[config.mk]
export PLATFORM = sky130hd
export DESIGN_NAME = fp_norm_round_pipe
export DESIGN_NICKNAME = d
export VERILOG_FILES = /design/src/rtl/fp_norm_round_pipe.sv
export SDC_FILE = /design/constraint.sdc
export NUM_CORES = 1
export LEC_CHECK = 0
export ABC_AREA = 1
export CORE_MARGIN = 5
export CORE_UTILIZATION = 42
export DETAILED_ROUTE_END_ITERATION = 6
export PLACE_DENSITY_LB_ADDON = 0.1
export SLEW_MARGIN = 40
export SYNTH_ARGS = -nofsm -noshare
export SYNTH_HDL_FRONTEND = slang
export SYNTH_SLANG_ARGS = --single-unit
[constraint.sdc]
create_clock -name clk -period 12.48 [get_ports clk]
set_input_delay 1.872 -clock clk [delete_from_list [all_inputs] [get_ports clk]]
set_output_delay 1.872 -clock clk [all_outputs]
set_load 0.1 [all_outputs]
[src/rtl/fp_norm_round_pipe.sv]
// Three-stage normalise-and-round pipeline for the FP adder datapath (valid/ready, full backpressure).
// Define FP_NORM_DIRECTED_ROUND_EN to honour in_rmode; without it the block rounds RNE only.
module fp_norm_round_pipe #(
    parameter int EXP_WIDTH  = 8,
    parameter int FRAC_WIDTH = 23
) (
    input  logic                          clk,
    input  logic                          rst_n,
    input  logic                          in_valid,
    output logic                          in_ready,
    input  logic                          in_sign,
    input  logic signed [EXP_WIDTH+1:0]   in_exp,
    input  logic [FRAC_WIDTH+4:0]         in_mant,
    input  logic [1:0]                    in_rmode,
    output logic                          out_valid,
    input  logic                          out_ready,
    output logic [EXP_WIDTH+FRAC_WIDTH:0] out_result,
    output logic [2:0]                    out_flags
);
    localparam int MW  = FRAC_WIDTH + 5;
    localparam int XW  = EXP_WIDTH + 3;
    localparam int LZW = $clog2(MW + 1);
    localparam int RW  = EXP_WIDTH + FRAC_WIDTH + 1;

    localparam logic [1:0] RM_RNE = 2'b00;
    localparam logic [1:0] RM_RTZ = 2'b01;
    localparam logic [1:0] RM_RUP = 2'b10;
    localparam logic [1:0] RM_RDN = 2'b11;

    function automatic logic [LZW-1:0] count_lz(input logic [MW-1:0] m);
        logic [LZW-1:0] n;
        n = LZW'(MW);
        for (int i = 0; i < MW; i++) begin
            if (m[i]) n = LZW'(MW - 1 - i);
        end
        return n;
    endfunction

    function automatic logic round_inc(input logic [1:0] rm, input logic s, input logic l,
                                       input logic g, input logic r, input logic st);
        logic inc;
        case (rm)
            RM_RNE:  inc = g & (r | st | l);
            RM_RTZ:  inc = 1'b0;
            RM_RUP:  inc = ~s & (g | r | st);
            default: inc = s & (g | r | st);
        endcase
        return inc;
    endfunction

    function automatic logic ovf_to_inf(input logic [1:0] rm, input logic s);
        return (rm == RM_RNE) || ((rm == RM_RUP) && !s) || ((rm == RM_RDN) && s);
    endfunction

    function automatic logic [RW-1:0] sat_result(input logic s, input logic to_inf);
        if (to_inf) return {s, {EXP_WIDTH{1'b1}}, {FRAC_WIDTH{1'b0}}};
        return {s, {(EXP_WIDTH-1){1'b1}}, 1'b0, {FRAC_WIDTH{1'b1}}};
    endfunction

    logic vld_p0_q, vld_p1_q, vld_p2_q;
    logic vld_p0_d, vld_p1_d, vld_p2_d;
    logic adv_p1, adv_p2;

    // each stage loads when it is empty or its successor is loading this cycle
    assign adv_p2   = ~vld_p2_q | out_ready;
    assign adv_p1   = ~vld_p1_q | adv_p2;
    assign in_ready = ~vld_p0_q | adv_p1;

    always_comb begin
        vld_p0_d = in_ready ? in_valid : vld_p0_q;
        vld_p1_d = adv_p1   ? vld_p0_q : vld_p1_q;
        vld_p2_d = adv_p2   ? vld_p1_q : vld_p2_q;
    end

    // ---- stage 1: capture triple and leading-zero count
    logic                        sign_p0_q, sign_p0_d;
    logic signed [EXP_WIDTH+1:0] exp_p0_q, exp_p0_d;
    logic [MW-1:0]               mant_p0_q, mant_p0_d;
    logic [LZW-1:0]              lz_p0_q, lz_p0_d;

    always_comb begin
        sign_p0_d = in_ready ? in_sign : sign_p0_q;
        exp_p0_d  = in_ready ? in_exp : exp_p0_q;
        mant_p0_d = in_ready ? in_mant : mant_p0_q;
        lz_p0_d   = in_ready ? count_lz(in_mant) : lz_p0_q;
    end

    logic [1:0] rm_p1;
`ifdef FP_NORM_DIRECTED_ROUND_EN
    logic [1:0] rm_p0_q, rm_p0_d, rm_p1_q, rm_p1_d;

    always_comb begin
        rm_p0_d = in_ready ? in_rmode : rm_p0_q;
        rm_p1_d = adv_p1   ? rm_p0_q  : rm_p1_q;
    end

    always_ff @(posedge clk) begin
        rm_p0_q <= rm_p0_d;
        rm_p1_q <= rm_p1_d;
    end

    assign rm_p1 = rm_p1_q;
`else
    logic unused_rmode;
    assign unused_rmode = ^in_rmode;
    assign rm_p1        = RM_RNE;
`endif

    // ---- stage 2: normalise; la>0 shifts left, la<0 shifts right into sticky
    logic signed [XW-1:0] lsh, emax, la, rsh;
    logic signed [XW-1:0] e_p1_q, e_p1_d;
    logic [LZW-1:0]       r_amt;
    logic [MW:0]          wrk, shl, shr, lost_mask;
    logic [MW-1:0]        nm;
    logic [MW-1:0]        nm_p1_q, nm_p1_d;
    logic                 sign_p1_q, sign_p1_d, zero_p1_q, zero_p1_d;

    always_comb begin
        wrk       = {mant_p0_q, 1'b0};
        lsh       = $signed(XW'(lz_p0_q)) - XW'(1);
        emax      = XW'(exp_p0_q) - XW'(1);
        la        = (lsh < emax) ? lsh : emax;
        rsh       = -la;
        r_amt     = (rsh > XW'(MW)) ? LZW'(MW) : rsh[LZW-1:0];
        shl       = wrk << la[LZW-1:0];
        shr       = wrk >> r_amt;
        lost_mask = ~({(MW+1){1'b1}} << r_amt);
        nm        = la[XW-1] ? {shr[MW:2], shr[1] | shr[0] | (|(wrk & lost_mask))}
                             : shl[MW:1];
        sign_p1_d = adv_p1 ? sign_p0_q : sign_p1_q;
        zero_p1_d = adv_p1 ? (lz_p0_q == LZW'(MW)) : zero_p1_q;
        nm_p1_d   = adv_p1 ? nm : nm_p1_q;
        e_p1_d    = adv_p1 ? (XW'(exp_p0_q) - la) : e_p1_q;
    end

    logic unused_bits;
    assign unused_bits = shl[0] ^ nm_p1_q[MW-1];

    // ---- stage 3: round, renormalise on carry, detect overflow/underflow
    logic                   l_b, g_b, r_b, s_b, inc, inx, ovf;
    logic [FRAC_WIDTH+1:0]  sum;
    logic signed [XW-1:0]   e_fin;
    logic [FRAC_WIDTH-1:0]  frac_fin;
    logic [RW-1:0]          res_p2_q, res_p2_d;
    logic [2:0]             flg_p2_q, flg_p2_d;

    always_comb begin
        l_b = nm_p1_q[3];
        g_b = nm_p1_q[2];
        r_b = nm_p1_q[1];
        s_b = nm_p1_q[0];
        inc = round_inc(rm_p1, sign_p1_q, l_b, g_b, r_b, s_b);
        inx = g_b | r_b | s_b;
        sum = {1'b0, nm_p1_q[MW-2:3]} + (FRAC_WIDTH+2)'(inc);
        if (sum[FRAC_WIDTH+1]) begin
            e_fin    = e_p1_q + XW'(1);
            frac_fin = '0;
        end else if (sum[FRAC_WIDTH]) begin
            e_fin    = e_p1_q;
            frac_fin = sum[FRAC_WIDTH-1:0];
        end else begin
            e_fin    = '0;
            frac_fin = sum[FRAC_WIDTH-1:0];
        end
        ovf      = e_fin >= XW'((1 << EXP_WIDTH) - 1);
        res_p2_d = res_p2_q;
        flg_p2_d = flg_p2_q;
        if (adv_p2) begin
            if (zero_p1_q) begin
                res_p2_d = {sign_p1_q, {(RW-1){1'b0}}};
                flg_p2_d = 3'b000;
            end else if (ovf) begin
                res_p2_d = sat_result(sign_p1_q, ovf_to_inf(rm_p1, sign_p1_q));
                flg_p2_d = 3'b101;
            end else begin
                res_p2_d = {sign_p1_q, e_fin[EXP_WIDTH-1:0], frac_fin};
                flg_p2_d = {1'b0, inx & (e_fin == '0), inx};
            end
        end
    end

    always_ff @(posedge clk) begin
        sign_p0_q <= sign_p0_d;
        exp_p0_q  <= exp_p0_d;
        mant_p0_q <= mant_p0_d;
        lz_p0_q   <= lz_p0_d;
        sign_p1_q <= sign_p1_d;
        zero_p1_q <= zero_p1_d;
        nm_p1_q   <= nm_p1_d;
        e_p1_q    <= e_p1_d;
    end

    always_ff @(posedge clk or negedge rst_n) begin
        if (!rst_n) begin
            vld_p0_q <= 1'b0;
            vld_p1_q <= 1'b0;
            vld_p2_q <= 1'b0;
            res_p2_q <= '0;
            flg_p2_q <= '0;
        end else begin
            vld_p0_q <= vld_p0_d;
            vld_p1_q <= vld_p1_d;
            vld_p2_q <= vld_p2_d;
            res_p2_q <= res_p2_d;
            flg_p2_q <= flg_p2_d;
        end
    end

    assign out_valid  = vld_p2_q;
    assign out_result = res_p2_q;
    assign out_flags  = flg_p2_q;

endmodule

## Word level (Yosys, flattened, before mapping)

Cells that the tools add are included.

- $add $sub $neg: 6
- $lt $le $gt $ge: 3
- Equality and inequality tests: 1
- Shifts and indexed selects: 3
- Mux-type cells: 41
- Bitwise gates (word level): 16
- Reduce and logical (&&, ||, !) cells: 6

Operators by type and width:

| cell | number |
|---|---|
| $mux W31 | 2 |
| $mux W5 | 12 |
| $mux W11 | 3 |
| $mux W4 | 8 |
| $and A29 B29 Y29 | 1 |
| $not A29 Y29 | 1 |
| $reduce_or A29 Y1 | 1 |
| $shl A29 B5 Y28 | 1 |
| $shl A29 B5 Y29 const A | 1 |
| $shr A29 B5 Y28 | 1 |
| $mux W27 | 1 |
| $add A24 B1 Y25 | 1 |
| $mux W24 | 1 |
| $mux W23 | 1 |
| $mux W3 | 7 |
| $reduce_or A16 Y1 | 1 |
| $add A11 B2 Y11 const B | 1 |
| $ge A11 B9 Y1 const B | 1 |
| $gt A11 B6 Y1 const B | 1 |
| $logic_not A11 Y1 | 1 |
| $lt A6 B11 Y1 | 1 |
| $neg A11 Y11 | 1 |
| $sub A10 B11 Y11 | 1 |
| $sub A10 B2 Y11 const B | 1 |
| other kinds (10) | 25 |

- Register bits: 122
- Input bits: 45
- Output and inout bits: 37
- Word-level logic and storage cells: 93

## Depth between registers and ports, before layout

Gate-level depths: netlist of run 1.

- Word-level depth: 27
- Depth in mapped cells: 42
- Depth with buffers taken out: 39

## Worst setup path after synthesis of run 1

No wires, ideal clock.

- Path type: input to output
- From: in out_ready
- To: out in_ready
- Arrival: 3.754 ns
- Required time: 10.608 ns
- Setup slack: 6.854 ns
- Cell stages on the path: 4
- Buffers on the path: 0
- Path through: nor2_1 inv_1 nor2_1 nand2_1

- Word-level cells in the longest chain between the ends: 3

Ends and longest elaborated chain:

| what | line | source |
|---|---|---|
| from (decl) | 16 | `input logic out_ready,` |
| $or A1 B1 Y1 | 65 | `assign adv_p2 = ~vld_p2_q \| out_ready;` |
| $or A1 B1 Y1 | 66 | `assign adv_p1 = ~vld_p1_q \| adv_p2;` |
| $or A1 B1 Y1 | 67 | `assign in_ready = ~vld_p0_q \| adv_p1;` |
| to (decl) | 10 | `output logic in_ready,` |

No other way between the ends.

## Final worst setup path of run 1

- From: reg exp_p0_q[0]
- To: reg nm_p1_q[0] (data pin)

- Word-level cells in the longest chain between the ends: 12
- Elaborated cells between the ends (all ways): 15
- Classes of those cells: add/sub: 2; order compare: 2; shift: 3; mux: 3; bitwise: 4; reduce/logical: 1

Ends and longest elaborated chain:

| what | line | source |
|---|---|---|
| from (decl) | 77 | `logic signed [EXP_WIDTH+1:0] exp_p0_q, exp_p0_d;` |
| from (signal assigned) | 184 | `exp_p0_q <= exp_p0_d;` |
| $sub A10 B2 Y11 * | 121 | `emax = XW'(exp_p0_q) - XW'(1);` |
| $lt A6 B11 Y1 | 122 | `la = (lsh < emax) ? lsh : emax;` |
| $mux W11 * | 122 |  |
| $neg A11 Y11 | 123 | `rsh = -la;` |
| $gt A11 B6 Y1 | 124 | `r_amt = (rsh > XW'(MW)) ? LZW'(MW) : rsh[LZW-1:0];` |
| $mux W5 | 124 |  |
| $shl A29 B5 Y29 | 127 | `lost_mask = ~({(MW+1){1'b1}} << r_amt);` |
| $not A29 Y29 | 127 |  |
| $and A29 B29 Y29 | 128 | `nm = la[XW-1] ? {shr[MW:2], shr[1] \| shr[0] \| (\|(wrk & lost_mask))}` |
| $reduce_or A29 Y1 | 128 |  |
| $or A1 B1 Y1 | 128 |  |
| $mux W27 * | 128 |  |
| named net nm[0] | 114 | `logic [MW-1:0] nm;` |
| to (signal assigned) | 189 | `nm_p1_q <= nm_p1_d;` |
| to (decl) | 115 | `logic [MW-1:0] nm_p1_q, nm_p1_d;` |

The timed path passes the listed nets; every way through them passes the cells marked *.
A chain may end at the register's enable or synchronous reset.

==> results of run 1 <==
## critical path: cells and delay by family (launching register included)
family / cells / cell delay, ns
flip-flops: 1 / 0.45
AND/OR/NAND/NOR: 25 / 4.14
adder cells (fa/ha/maj): 3 / 0.83
AO/OA/AOI/OAI: 4 / 0.56
XOR/XNOR: 1 / 0.22
buffers and inverters: 2 / 0.61
## worst min-delay path by stage
stage / to / slack (ns)
CTS: sign_p1_q$_DFFE_PP_ / 0.42
detailed placement: sign_p1_q$_DFFE_PP_ / 0.41
finish: sign_p1_q$_DFFE_PP_ / 0.43
floorplan: sign_p1_q$_DFFE_PP_ / 0.40
global placement: sign_p1_q$_DFFE_PP_ / 0.40
global route: sign_p1_q$_DFFE_PP_ / 0.44
## Yosys cell counts (all sizes together)
cell,instances,area (um^2)
a21boi,1,7.51
a21oi,34,181
a22o,1,8.76
a22oi,1,7.51
a311o,1,10.0
a311oi,1,8.76
a31o,1,8.76
a31oi,8,50.1
a32o,2,20.0
and2,6,40.0
buf,34,219
clkbuf,19,71.3
clkinv,1,3.75
dfrtp,38,951
edfxtp,84,2520
ha,21,263
inv,142,533
mux2i,8,80.1
nand2,431,1730
nand3,154,791
nand3b,3,22.5
nand4,17,106
nor2,114,460
nor3,27,145
nor4,6,37.5
o2111ai,1,8.76
o211ai,29,223
o21a,2,15.0
o21ai,155,798
o21bai,2,15.0
o221ai,4,35.0
o22ai,5,31.3
o311ai,2,17.5
o31ai,3,22.5
o32ai,1,8.76
or2,6,37.5
or4,1,7.51
xnor2,10,87.6
xor2,24,210
## cells by family (layout without fill, tap and decap cells)
family                     count (synthesis)  in the layout  synth area share
DFF                                      122            122             0.355
AOI/OAI and AO/OA                        254            254             0.151
adders and majority gates                 21             21            0.0268
muxes                                      8              8           0.00818
buffers and inverters                    196            259            0.0845
and+or+nand+nor                          765            765             0.345
xor gates and xnor gates                  34             34            0.0304
## area by class of cell
type,instances,area (um^2),area share
clock buffer,19,475,0.0426
clock inverter,13,141,0.0127
timing repair buffer,84,641,0.0574
tap,313,392,0.0351
inverter,143,537,0.0481
sequential,122,3470,0.311
multi-input combinational,1082,5500,0.493
## registers in the layout (all words and copies together), names as in the netlist
signal,count
lz_p0_q,5
vld_p1_q,1
sign_p0_q,1
out_valid,1
exp_p0_q,10
mant_p0_q,28
zero_p1_q,1
e_p1_q,11
nm_p1_q,27
out_flags,3
vld_p0_q,1
sign_p1_q,1
out_result,32
## per-stage QoR
| stage | power, mW | cells | setup slack, ns | instance area (um^2) |
|---|---|---|---|---|
| 2_1_floorplan | 2.05 | 1400 | 6.85 | 9790 |
| 6_report | 2.97 | 1776 | 5.41 | 11200 |
| 5_1_grt | 3.17 | 1776 | 4.83 | 11200 |
| 3_5_place_dp | 2.43 | 1744 | 5.51 | 10500 |
| 3_3_place_gp | 2.47 | 1744 | 5.58 | 10700 |
| 4_1_cts | 2.96 | 1776 | 5.48 | 11200 |
## power by group through the flow
stage	sequential (mW)	clock, mW	combinational, mW
finish	0.676	0.520	1.77
global route	0.695	0.548	1.93
CTS	0.677	0.532	1.75
detailed placement	0.685	0	1.75
global placement	0.682	0	1.79
floorplan	1.02	0	1.03
## per-layer routing
layer,vias to the layer above,global-route usage,share of wire
met5,-,0,0
met4,0,0.0717,0.027
met3,52,0.0344,0.064
met2,330,0.347,0.44
met1,4335,0.308,0.47
li1,4835,-,-
==> flow_metrics.tcl, run 1 <==
set metrics [dict create \
    yosysSeqAreaShare 0.355 \
    report.final.setup_viol 0 \
    cts_inserted_buffers 17 \
    crit_end "nm_p1_q[0]$_DFFE_PP_" \
    layout.nets 1516 \
    finClkSkew_ns 0.0122 \
    via_per_inst 5.38 \
    combinationalPowerShare 0.597 \
    final.period_utilization 0.567 \
    cts_setup_buffers 0 \
    hold_ws_ns 0.426 \
    cts_sinks 122 \
    tritoncts "built" \
    die_h_um 163 \
    first_global_vias 8806 \
    diodes 0 \
    hold_viol_final 0 \
    drv_slew 0 \
    cts_buffer_depth 2 \
    start_util 0.430 \
    pin_count 82 \
    syn-num-nets 1466 \
    mostFrequentLayoutCells "404 x nand2_1, 150 x nand3_1, 135 x inv_1, 106 x o21ai_0, 105 x nor2_1" \
    port_buffers 79 \
    worst_pin_slew_ns 0.797 \
    cts_resized 0 \
    grt_setup_unrepaired "false" \
    layout_commonest_cell "nand2_1" \
    area_delta_synth_final_pct 14.0 \
    fmax_ghz 0.141 \
    path_max_fanout 41 \
    num_rows 55 \
    fill_cells 2368 \
    gp_congestion 0.995 \
    grtUsageTotal 0.219 \
    crit_type "register to register" \
    cp.required_ns 12.66 \
    switching_share 0.551 \
    ant_nets 0 \
    utilization 0.490 \
    hold_buffers 0 \
    rr_endpoint "nm_p1_q[0]$_DFFE_PP_" \
    switching_power_mw 1.64 \
    pwr-share-clk 0.175 \
    rr_worst_depth 35 \
    pwr-share-seq 0.228 \
    yosys_warnings 0 \
    maxCapViolCount 0 \
    drt_iter0_markers 957 \
    holdCritStartpoint "sign_p0_q$_DFFE_PP_" \
    drtPass1Iterations 5 \
    hp-class "register to register" \
    cts-htree-levels 4 \
    routedWlPerCell_um 16.4 \
    dieWidth_um 163 \
    drc 0 \
    ys_types 56 \
    grt_remaining_overflow 0 \
    drive_gt1_frac 0.0957 \
    clock_tree.root_cell "clkbuf_16" \
    max_stage_delay_ns 0.52 \
    dieArea_mm2 0.0265 \
    tns_ns 0 \
    cpMaxStageDelayCell "nand2_2" \
    relSlewSlack 0.468 \
    ys_ff_latch 122 \
    dp_hpwl_um 22200 \
    status "completed" \
    period_needed_ns 7.07 \
    powerDensity_mw_per_mm2 266 \
    routed_wl_um 29100 \
    whs_path_depth 0 \
    grt_max_degree 50 \
    end_kind "register" \
    synth_cells 1400 \
    arrival_ns 7.25 \
    antenna_found_initial 0 \
    leakage_nw 5.01 \
    reg2reg_from "exp_p0_q[0]$_DFFE_PP_" \
    num_vias 9552 \
    crit_start "exp_p0_q[0]$_DFFE_PP_" \
    vdd_ir_drop_max_v 0.000151 \
    cp-start-kind "register" \
    grt_pass1_wl_um 46500 \
    fp.coreArea_mm2 0.0228 \
    worstSkewPairLatency_ns 0.43 \
    rrSetupSlack_ns 5.41 \
    clk_pin_slew_worst_paths_ns 0.06 \
    synth_area_mm2 0.00979 \
    crit_top_cell "nand2_1" \
    p_int_mw 1.33 \
    synth.avg_cell_area_um2 7.00 \
]
(Power assumes the default switching activity.)
==> run 2, diff against run 1 <==
==> constraint.sdc (replaced) <==
create_clock -name clk -period 6.14 [get_ports clk]
set_input_delay 0.921 -clock clk [delete_from_list [all_inputs] [get_ports clk]]
set_output_delay 0.921 -clock clk [all_outputs]
set_load 0.1 [all_outputs]
==> run 2 against run 1 <==
Net effect: final area up 1.7%; sequential power up 100%; critical path depth down 4; register-to-register slack worse by 4.9 ns; sequential share of layout area down 0.53 points; maximum frequency up 26%; die area unchanged; non-clock buffer count up 19; via count up 1.9%; final cell count up 1.1%; utilization up 0.86 points; first-iteration DRC count down 17%; largest power group unchanged.
==> flow_metrics.tcl, run 2 (synthesized netlist as in run 1, its figures left out) <==
set metrics [dict create \
    drc 0 \
    cp-start-kind "register" \
    crit_top_cell "nand2_1" \
    period_needed_ns 5.62 \
    pwr-share-seq 0.225 \
    report.final.setup_viol 0 \
    placed_cell_area_mm2 0.0107 \
    antenna_found_initial 0 \
    combinationalPowerShare 0.601 \
    register_area_mm2 0.00347 \
    max_stage_delay_ns 0.45 \
    path_max_fanout 30 \
    cts_buffer_depth 2 \
    routedWlPerCell_um 16.7 \
    area_delta_synth_final_pct 15.9 \
    gp_congestion 0.955 \
    final_area_mm2 0.0114 \
    clock_tree.root_cell "clkbuf_16" \
    utilization 0.498 \
    grt_pass1_wl_um 46500 \
    first_global_vias 8732 \
    powerDensity_mw_per_mm2 541 \
    dieWidth_um 163 \
    hold_ws_ns 0.430 \
    maxCapViolCount 0 \
    relSlewSlack 0.604 \
    hp-class "register to register" \
    port_buffers 79 \
    tritoncts "built" \
    cts_sinks 122 \
    pin_count 82 \
    hold_viol_final 0 \
    pwr-share-clk 0.174 \
    cts_setup_buffers 0 \
    grtUsageTotal 0.223 \
    end_kind "register" \
    arrival_ns 5.78 \
    worstSkewPairLatency_ns 0.43 \
    cp.required_ns 6.30 \
    largest_reg_flops 32 \
    cts_inserted_buffers 17 \
    grt_remaining_overflow 0 \
    vdd_ir_drop_max_v 0.000285 \
    finClkSkew_ns 0.0150 \
    drt_iter0_markers 793 \
    diodes 0 \
    fill_cells 2349 \
    hold_buffers 0 \
    num_vias 9731 \
    clk_pin_slew_worst_paths_ns 0.07 \
    worst_pin_slew_ns 0.594 \
    layout.nets 1536 \
    ant_nets 0 \
    mostFrequentLayoutCells "403 x nand2_1, 150 x nand3_1, 134 x inv_1, 105 x nor2_1, 105 x o21ai_0" \
    switching_power_mw 3.32 \
    routed_wl_um 30100 \
    dieArea_mm2 0.0265 \
    via_per_inst 5.42 \
    grt_max_degree 49 \
    final.period_utilization 0.915 \
    die_h_um 163 \
    crit_type "register to register" \
    cts-htree-levels 4 \
    p_int_mw 2.82 \
    leakage_nw 5.14 \
    num_rows 55 \
    layout_commonest_cell "nand2_1" \
    fp.coreArea_mm2 0.0228 \
    cpMaxStageDelayCell "o21ai_2" \
    cts_resized 0 \
    switching_share 0.541 \
    drtPass1Iterations 6 \
    fmax_ghz 0.178 \
    drv_slew 0 \
    multiInputGateArea_mm2 0.00554 \
    drive_gt1_frac 0.109 \
    dp_hpwl_um 22900 \
    status "completed" \
    start_util 0.430 \
]
[run 2: changes by cell type in the layout (fill, tap and decap cells not counted), sizes merged]
cell and change:
clkbuf +1, clkinv +1, inv -2, buf +19, clkinvlp -1, nand2 +1
bufinv +1
[run 2: final timing paths]
kind / cells past startpoint / endpoint / slack (ns) / startpoint
min in group asynchronous: 1 / out_result[31]$_DFFE_PN0P_ / 0.44 / rst_n
min reg2reg: 0 / sign_p1_q$_DFFE_PP_ / 0.43 / sign_p0_q$_DFFE_PP_
max reg2reg: 31 / nm_p1_q[2]$_DFFE_PP_ / 0.52 / exp_p0_q[1]$_DFFE_PP_
max in group asynchronous: 1 / out_result[4]$_DFFE_PN0P_ / 5.36 / rst_n
max: 31 / nm_p1_q[2]$_DFFE_PP_ / 0.52 / exp_p0_q[1]$_DFFE_PP_
min: 0 / sign_p1_q$_DFFE_PP_ / 0.43 / sign_p0_q$_DFFE_PP_
[run 2: stage by stage]
stage	instances	worst slack [ns]	TNS, ns	power [mW]
3_3_place_gp	1763	0.479	0	5.09
5_1_grt	1796	-0.00638	-0.00844	6.56
2_1_floorplan	1400	1.16	0	4.18
4_1_cts	1795	0.434	0	6.10
6_report	1796	0.525	0	6.14
3_5_place_dp	1763	0.460	0	5.01
[run 2: per-layer routing]
metal / GRT usage / wire length, um / vias up
met1: 0.317 / 13600 / 4391
met2: 0.344 / 13300 / 395
li1: - / - / 4880
met4: 0.0865 / 1030 / 0
met5: 0 / 0 / -
met3: 0.0314 / 2080 / 65
[run 2: power groups by stage]
| stage | clock network [mW] | registers (mW) | logic, mW |
|---|---|---|---|
| 2_1_floorplan | 0 | 2.07 | 2.10 |
| 3_3_place_gp | 0 | 1.39 | 3.70 |
| 3_5_place_dp | 0 | 1.39 | 3.62 |
| 4_1_cts | 1.09 | 1.38 | 3.63 |
| 5_1_grt | 1.13 | 1.41 | 4.02 |
| 6_report | 1.07 | 1.38 | 3.69 |
[run 2: critical path, delay by kind of cell (launching register included)]
kind | cells | cell delay [ns]
compound gates | 6 | 1.13
flops | 1 | 0.42
simple gates | 20 | 2.68
buf+inv | 1 | 0.14
fa+ha+maj | 3 | 0.72
xor+xnor | 1 | 0.24
[run 2: cell type report]
class	count	share of cell area
multi-input cells	1083	0.488
flip-flops and latches	122	0.306
repair buffers	103	0.0690
inverters	143	0.0473
clock buffers	20	0.0421
well taps	313	0.0345
clock inverters	12	0.0131
==> run 3, diff against run 2 <==
--- a/config.mk
+++ b/config.mk
@@ -6,6 +6,7 @@
 export NUM_CORES = 1
 export LEC_CHECK = 0
 export ABC_AREA = 1
+export CORE_ASPECT_RATIO = 1.4
 export CORE_MARGIN = 5
 export CORE_UTILIZATION = 42
 export DETAILED_ROUTE_END_ITERATION = 6
==> run 3 against run 2 <==
Net effect: the run now ends with DRC left; sequential share of layout area up 0.15 points; total power down 1.6%; flip-flop and latch count unchanged; via count down 0.98%; final area down 0.48%; sequential power about the same; largest power group unchanged; highest routed layer unchanged.
==> flow_metrics.tcl, run 3 (synthesized netlist as in run 1, its figures left out) <==
set metrics [dict create \
    multiInputGateArea_mm2 0.00552 \
    path_max_fanout 30 \
    drtPass1Iterations 7 \
    num_vias 9636 \
    maxCapViolCount 0 \
    hold_buffers 0 \
    layout_commonest_cell "nand2_1" \
    finClkSkew_ns 0.0136 \
    antenna_found_initial 0 \
    failed_checks "DRC" \
    final_area_mm2 0.0113 \
    cts_buffer_depth 2 \
    first_global_vias 9270 \
    register_area_mm2 0.00347 \
    grt_max_degree 49 \
    pin_count 82 \
    dieWidth_um 139 \
    vdd_ir_drop_max_v 0.000287 \
    drc 4 \
    drive_gt1_frac 0.107 \
    cts_inserted_buffers 17 \
    tritoncts "built" \
    report.final.setup_viol 0 \
    grt_pass1_wl_um 48400 \
    max_stage_delay_ns 0.42 \
    num_rows 66 \
    worst_slack_ns 0.526 \
    cp-start-kind "register" \
    relSlewSlack 0.559 \
    hold_viol_final 0 \
    p_total_mw 6.05 \
    end_kind "register" \
    grtUsageTotal 0.228 \
    crit_top_cell "nand2_1" \
    cts_setup_buffers 0 \
    cts_sinks 122 \
    dp_slack_ns 0.475 \
    crit_type "register to register" \
    status "complete, but fails checks" \
    dieArea_mm2 0.0265 \
    via_per_inst 5.38 \
    final_cells 1790 \
    cts_resized 0 \
    clk_pin_slew_worst_paths_ns 0.06 \
    drv_slew 0 \
    powerDensity_mw_per_mm2 535 \
    hp-class "register to register" \
    arrival_ns 5.75 \
    largest_reg_flops 32 \
    clock_tree.root_cell "clkbuf_16" \
    fp.coreArea_mm2 0.0231 \
    utilization 0.489 \
    cpMaxStageDelayCell "edfxtp_1" \
    period_needed_ns 5.61 \
    routed_wl_um 30100 \
    crit_buf_inv 1 \
    fill_cells 2453 \
    area_delta_synth_final_pct 15.4 \
    placed_cells 1758 \
    port_buffers 79 \
    worst_pin_slew_ns 0.654 \
    grt_setup_unrepaired "true" \
    final.period_utilization 0.914 \
    worstSkewPairLatency_ns 0.43 \
    mostFrequentLayoutCells "403 x nand2_1, 150 x nand3_1, 135 x inv_1, 106 x nor2_1, 106 x o21ai_0" \
    dp_hpwl_um 23900 \
    start_util 0.424 \
    cp.required_ns 6.27 \
    drt_iter0_markers 682 \
    cts-htree-levels 4 \
    ant_nets 0 \
    die_h_um 191 \
    gp_congestion 0.967 \
    placed_cell_area_mm2 0.0107 \
    grt_remaining_overflow 0 \
    crit_family "simple AND/OR/NAND/NOR gates" \
    routedWlPerCell_um 16.8 \
    layout.nets 1537 \
    fmax_ghz 0.178 \
    leakage_nw 5.12 \
    diodes 0 \
]
run 3: cell type report:
type / count / share of cell area
Tap cell: 306 / 0.0339
Multi-Input combinational cell: 1082 / 0.488
Clock inverter: 10 / 0.00675
Inverter: 143 / 0.0475
Sequential cell: 122 / 0.307
Timing Repair Buffer: 105 / 0.0721
Clock buffer: 22 / 0.0440
run 3: worst paths after layout:
| kind | cells after the start | endpoint | slack (ns) | startpoint |
|---|---|---|---|---|
| worst max-delay path | 32 | nm_p1_q[3]$_DFFE_PP_ | 0.53 | exp_p0_q[0]$_DFFE_PP_ |
| worst min-delay path | 0 | sign_p1_q$_DFFE_PP_ | 0.41 | sign_p0_q$_DFFE_PP_ |
| worst max register to register | 32 | nm_p1_q[3]$_DFFE_PP_ | 0.53 | exp_p0_q[0]$_DFFE_PP_ |
| worst min register to register | 0 | sign_p1_q$_DFFE_PP_ | 0.41 | sign_p0_q$_DFFE_PP_ |
| max in group asynchronous | 1 | out_result[12]$_DFFE_PN0P_ | 5.36 | rst_n |
| min in group asynchronous | 1 | out_result[31]$_DFFE_PN0P_ | 0.44 | rst_n |
run 3: through the flow:
step | TNS [ns] | hold slack (ns)
CTS | 0 | 0.415
global route | -0.0176 | 0.436
global placement | 0 | 0.401
finish | 0 | 0.415
floorplan | 0 | 0.400
detailed placement | 0 | 0.405
run 3: layer usage:
layer / global-route usage / routed length, um
met4: 0.125 / 1700
met3: 0.0278 / 1360
met5: 0 / 0
met1: 0.275 / 12300
met2: 0.396 / 14700
run 3: report_power, final:
group	switching [mW]	internal, mW
clock	0.392	0.581
combinational	2.72	0.975
sequential	0.173	1.20
total	3.29	2.76
